<file path="src/rtl/instr_fetch_unit.sv">
// instr_fetch_unit -- instruction prefetcher feeding a decoder.
//
// Reads program memory one word per cycle into a DEPTH-entry FIFO. Reads are
// only issued when a FIFO slot is guaranteed for the return. A flush redirects
// the fetch address and drops everything queued or in flight.
//
// Optional feature: define FETCH_STALL_CNT_EN to build the decoder-starvation
// counter on stall_cnt; otherwise stall_cnt is tied to zero.
//
// Parameters:
//   DEPTH   prefetch FIFO entries (2, 4 or 8)
//   ADDR_W  program counter / memory address width
// Ports:
//   clk, rstn            clock, async active-low reset
//   fetch_en             allow new reads
//   flush, flush_addr    redirect request and its target address
//   mem_re, mem_addr     program memory read strobe/address
//   mem_data             read data, valid the cycle after mem_re
//   instr_valid/_ready   decoder handshake
//   instr_data, instr_pc head-of-FIFO word and the address it came from
//   stall_cnt            cycles the decoder waited while fetching was active
module instr_fetch_unit #(
  parameter int DEPTH  = 4,
  parameter int ADDR_W = 5
) (
  input  logic              clk,
  input  logic              rstn,
  input  logic              fetch_en,
  input  logic              flush,
  input  logic [ADDR_W-1:0] flush_addr,
  output logic              mem_re,
  output logic [ADDR_W-1:0] mem_addr,
  input  logic [15:0]       mem_data,
  output logic              instr_valid,
  input  logic              instr_ready,
  output logic [15:0]       instr_data,
  output logic [ADDR_W-1:0] instr_pc,
  output logic [15:0]       stall_cnt
);

  localparam logic [1:0] S_IDLE  = 2'd0;
  localparam logic [1:0] S_FETCH = 2'd1;
  localparam logic [1:0] S_FULL  = 2'd2;

  localparam int PW = $clog2(DEPTH);
  localparam int CW = PW + 1;
  localparam int OW = CW + 1;

  typedef struct packed {
    logic [15:0]       data;
    logic [ADDR_W-1:0] pc;
  } entry_t;

  entry_t            fifo_q [DEPTH];
  logic [PW-1:0]     wr_ptr, rd_ptr;
  logic [CW-1:0]     count;
  logic              inflight_q;
  logic [ADDR_W-1:0] pc, rd_addr_q;
  logic [OW-1:0]     occ;
  logic [1:0]        state;
  logic              credit, wr_en, pop;

  // Occupancy includes the slot reserved by the read whose data arrives now.
  assign occ    = OW'(count) + OW'(inflight_q);
  assign credit = occ < OW'(DEPTH);

  // State is decoded from the registered occupancy so the first read goes out
  // in the very first cycle fetch_en is seen; reset forces IDLE.
  always_comb begin
    state = S_IDLE;
    if (rstn && fetch_en) state = credit ? S_FETCH : S_FULL;
  end

  assign mem_re      = (state == S_FETCH) && !flush;
  assign mem_addr    = pc;
  // A flush in the return cycle voids the arriving word.
  assign wr_en       = inflight_q && !flush;
  assign instr_valid = (count != '0) && !flush;
  assign pop         = instr_valid && instr_ready;
  assign instr_data  = fifo_q[rd_ptr].data;
  assign instr_pc    = fifo_q[rd_ptr].pc;

  always_ff @(posedge clk or negedge rstn) begin
    if (!rstn) begin
      pc         <= '0;
      rd_addr_q  <= '0;
      inflight_q <= 1'b0;
      wr_ptr     <= '0;
      rd_ptr     <= '0;
      count      <= '0;
      for (int i = 0; i < DEPTH; i++) fifo_q[i] <= '0;
    end else if (flush) begin
      pc         <= flush_addr;
      inflight_q <= 1'b0;
      wr_ptr     <= '0;
      rd_ptr     <= '0;
      count      <= '0;
    end else begin
      inflight_q <= mem_re;
      if (mem_re) begin
        pc        <= pc + 1'b1;
        rd_addr_q <= pc;
      end
      if (wr_en) begin
        fifo_q[wr_ptr] <= '{data: mem_data, pc: rd_addr_q};
        wr_ptr         <= wr_ptr + 1'b1;
      end
      if (pop) rd_ptr <= rd_ptr + 1'b1;
      case ({wr_en, pop})
        2'b10:   count <= count + 1'b1;
        2'b01:   count <= count - 1'b1;
        default: count <= count;
      endcase
    end
  end

`ifdef FETCH_STALL_CNT_EN
  always_ff @(posedge clk or negedge rstn) begin
    if (!rstn)
      stall_cnt <= '0;
    else if ((state != S_IDLE) && instr_ready && !instr_valid && (stall_cnt != 16'hFFFF))
      stall_cnt <= stall_cnt + 16'd1;
  end
`else
  assign stall_cnt = '0;
`endif

endmodule

</file>
<file path="config.mk">
export PLATFORM = sky130hd
export DESIGN_NAME = instr_fetch_unit
export DESIGN_NICKNAME = d
export VERILOG_FILES = /design/src/rtl/instr_fetch_unit.sv
export SDC_FILE = /design/constraint.sdc
export NUM_CORES = 1
export LEC_CHECK = 0
export ABC_AREA = 1
export CAP_MARGIN = 20
export CELL_PAD_IN_SITES_DETAIL_PLACEMENT = 1
export CELL_PAD_IN_SITES_GLOBAL_PLACEMENT = 2
export CORE_MARGIN = 1
export CORE_UTILIZATION = 30
export DETAILED_ROUTE_END_ITERATION = 7
export PLACE_DENSITY = 0.77
export SYNTH_ARGS = -nofsm -noshare
export SYNTH_HDL_FRONTEND = slang
export SYNTH_SLANG_ARGS = --single-unit
</file>
<file path="constraint.sdc">
create_clock -name clk -period 3.9 [get_ports clk]
set_clock_uncertainty 0.05 [all_clocks]
set_input_delay 0.585 -clock clk [delete_from_list [all_inputs] [get_ports clk]]
set_output_delay 0.585 -clock clk [all_outputs]
set_load 0.02 [all_outputs]
</file>
==> summary.md <==
| Metric | Value |
|---|---|
| Sequential share of the synthesized area | 55.2% |
| Final Critical Period | 3.02 ns |
| Number of global-route vias before repair | 3922 |
| # clock sinks | 102 |
| Crit-path max FO | 21 |
| Critical Path AT | 2.39 ns |
| Fillers | 1773 |
| Standard-cell rows | 45 |
| Die Area | 15900 µm² |
| Antenna-violating nets left | 0 |
| CTS buffer count | 9 |
| Top-area cell type share of the netlist area | 55.2% |
| Via density | 4.80 |
| Maximum vdd drop | 0.213 mV |
| Cell Area, Synth | 4630 µm² |
| Commonest non-fill, non-tap cells in the layout | 116 x nand2_1, 102 x dfrtp_1, 84 x o21ai_1, 52 x nor2_1, 52 x clkdlybuf4s50_1 |
| Critical Path RT | 3.26 ns |
| CTS root buf | clkbuf_16 |
| Gpl congestion | 0.727 |
| Clk Latency, worst-skew pair | 0.36 ns |
| Hold WC Path Type | input port to async pin |
| Total GRT Usage | 16.3% |
| Layout area overhead | 19.4% |
| Wire length per cell | 15.6 µm |
| Syn Inst Count | 535 |
| Initial core utilization | 30.5% |
| Logic pwr share | 21.0% |
| Final TNS setup | 0 ns |
| Ant diodes | 0 |
| PD cells | 481 nW/µm² |
| Hold Buf Count CTS | 0 |
| First-pass GRT wire length | 20.1 mm |
| Switching share of total power | 30.5% |
| Peak Freq | 331 MHz |
| Max cap viols | 0 |
| CP Launch Type | flop |
| Post-CTS Setup Bufs | 0 |
| Internal | 1850 µW |
| Post-synth cell types | 26 |
| # setup viols final | 0 |
| Core box area | 15100 µm² |
| Max Buffers Root-to-Sink | 2 |
| Commonest non-fill, non-tap cell in the layout | nand2_1 |
| # IOs | 70 |
| Port bufs | 53 |
| Rel. slew slack | 41.0% |
| Total Nets Final | 606 |
| Die width | 126 µm |
| Syn_area_per_cell | 8.65 µm² |
| Reg clk slew, reported paths | 0.07 ns |
| Synth area leaders | dfrtp_1 55%, nand2_1 9.4%, o21ai_1 9.1% |
| Yosys reg bits | 102 |
| GRT overflow | 0 |
| Max-slew violations | 0 |
| Share of post-route cells with drive strength above 1 | 5.87% |
| Vias | 3683 |
| DRC viols | 0 |
| Period utilization | 77.5% |
| CTS tree | done |
| Status | finished clean |
| H-tree levels | 3 |
| 1st-pass router iterations | 4 |
| Clock share of power | 32.7% |
| Hold Fails Final Rpt | 0 |
| Final wirelength | 12.0 mm |
| Initial DRC Count | 248 |
| Yosys top cell by area | dfrtp_1 |
| DIE HEIGHT | 126 µm |
| Leakage Power | 0.00256 µW |
| Post-CTS sizing | 0 |
| Setup Crit Path Kind | flop to primary output |
| Sequential Power Share | 46.3% |
| Largest net degree at the start of global routing | 62 |
| Warnings from Yosys | 0 |
| Switching Power | 811 µW |
| Initial antenna violation count | 0 |
| Final HPWL DP | 7.51 mm |
| Slew @ Worst Pin | 0.881 ns |
| RSZ-0062 raised after global routing | false |
| Crit path capture type | primary output |
| Final Util | 36.5% |
==> flip-flops by register name, indices dropped and copies added (netlist names) <==
register,flops
fifo_q,84
mem_addr,5
rd_addr_q,5
count,3
rd_ptr,2
wr_ptr,2
inflight_q,1
==> layout make-up <==
cell class              count  area [µm²]  share of cell area, %
well taps                 188         235                   4.26
clock buffers               9         225                   4.08
clock inverters             7        56.3                   1.02
flip-flops and latches    102        2550                   46.2
repair buffers             59         586                   10.6
multi-input cells         370        1750                   31.7
inverters                  32         120                   2.17
==> cells by family (layout without fill, tap and decap cells) <==
group	after synthesis	count (layout)	synth area share (%)
other	1	16	0.0810
buffers and inverters	78	107	8.19
and+or+nand+nor	180	180	15.3
DFF	102	102	55.2
adders and majority gates	6	6	1.78
xor gates and xnor gates	4	4	0.757
AOI/OAI and AO/OA	164	164	18.7
==> metal layers <==
metal / vias up / track usage [%] / wire length, µm / share of wire (%)
met5: - / 0 / 0 / 0
li1: 1805 / - / - / -
met2: 55 / 27.4 / 5680 / 47
met3: 11 / 3.78 / 377 / 3.2
met1: 1812 / 21.0 / 5750 / 48
met4: 0 / 4.89 / 147 / 1.2
==> worst paths after layout <==
check / depth (start not counted) / from / slack, ns / end
min reg2reg: 2 / fifo_q[27]$_DFFE_PN0P_ / 0.44 / fifo_q[27]$_DFFE_PN0P_
max: 4 / rd_ptr[1]$_DFFE_PN0P_ / 0.88 / instr_pc[0]
max in group asynchronous: 3 / rstn / 2.30 / fifo_q[57]$_DFFE_PN0P_
min in group clk: 2 / fifo_q[27]$_DFFE_PN0P_ / 0.44 / fifo_q[27]$_DFFE_PN0P_
min: 2 / rstn / 0.32 / fifo_q[8]$_DFFE_PN0P_
max reg2reg: 11 / count[1]$_DFFE_PN0P_ / 1.95 / count[2]$_DFFE_PN0P_
==> worst max-delay path: stages (launching register included) <==
cell and delay, ns:
dfrtp_1 0.39, inv_1 0.54, o21ai_0 0.20, o22ai_1 0.25, clkdlybuf4s50_1 0.65
==> metrics by stage <==
stage               hold WS (ns)  setup slack, ns  total power, µW  cells  area, µm²
finish                     0.319            0.876             2660    767       5530
global route               0.352            0.640             2810    767       5530
CTS                        0.335            0.782             2700    767       5530
detailed placement         0.423             1.01             1820    751       5250
floorplan                  0.239             1.99             1560    550       4680
global placement           0.417             1.03             1800    751       5250
==> cell usage after synthesis <==
| library cell | number |
|---|---|
| dfrtp_1 | 102 |
| nand4_1 | 1 |
| a21oi_2 | 1 |
| inv_1 | 29 |
| clkbuf_1 | 9 |
| buf_4 | 16 |
| o21ai_0 | 49 |
| buf_2 | 21 |
| nor2_1 | 52 |
| nand3_1 | 4 |
| nor2_4 | 1 |
| o22ai_1 | 21 |
| fa_1 | 1 |
| inv_2 | 3 |
| a21oi_1 | 3 |
| o211ai_1 | 3 |
| nand3_2 | 1 |
| conb_1 | 1 |
| xor2_1 | 2 |
| o21ai_1 | 84 |
| a31oi_1 | 1 |
| xnor2_1 | 2 |
| nand2_1 | 116 |
| o31ai_1 | 2 |
| ha_1 | 5 |
| nand2_2 | 5 |
==> power groups by stage <==
stage	sequential (µW)	clock, µW	combinational (µW)
3_5_place_dp	1250	0	567
3_3_place_gp	1250	0	556
5_1_grt	1250	942	619
4_1_cts	1230	900	570
6_report	1230	869	557
2_1_floorplan	1240	0	323
No activity file was read; power rests on OpenSTA's default activity.
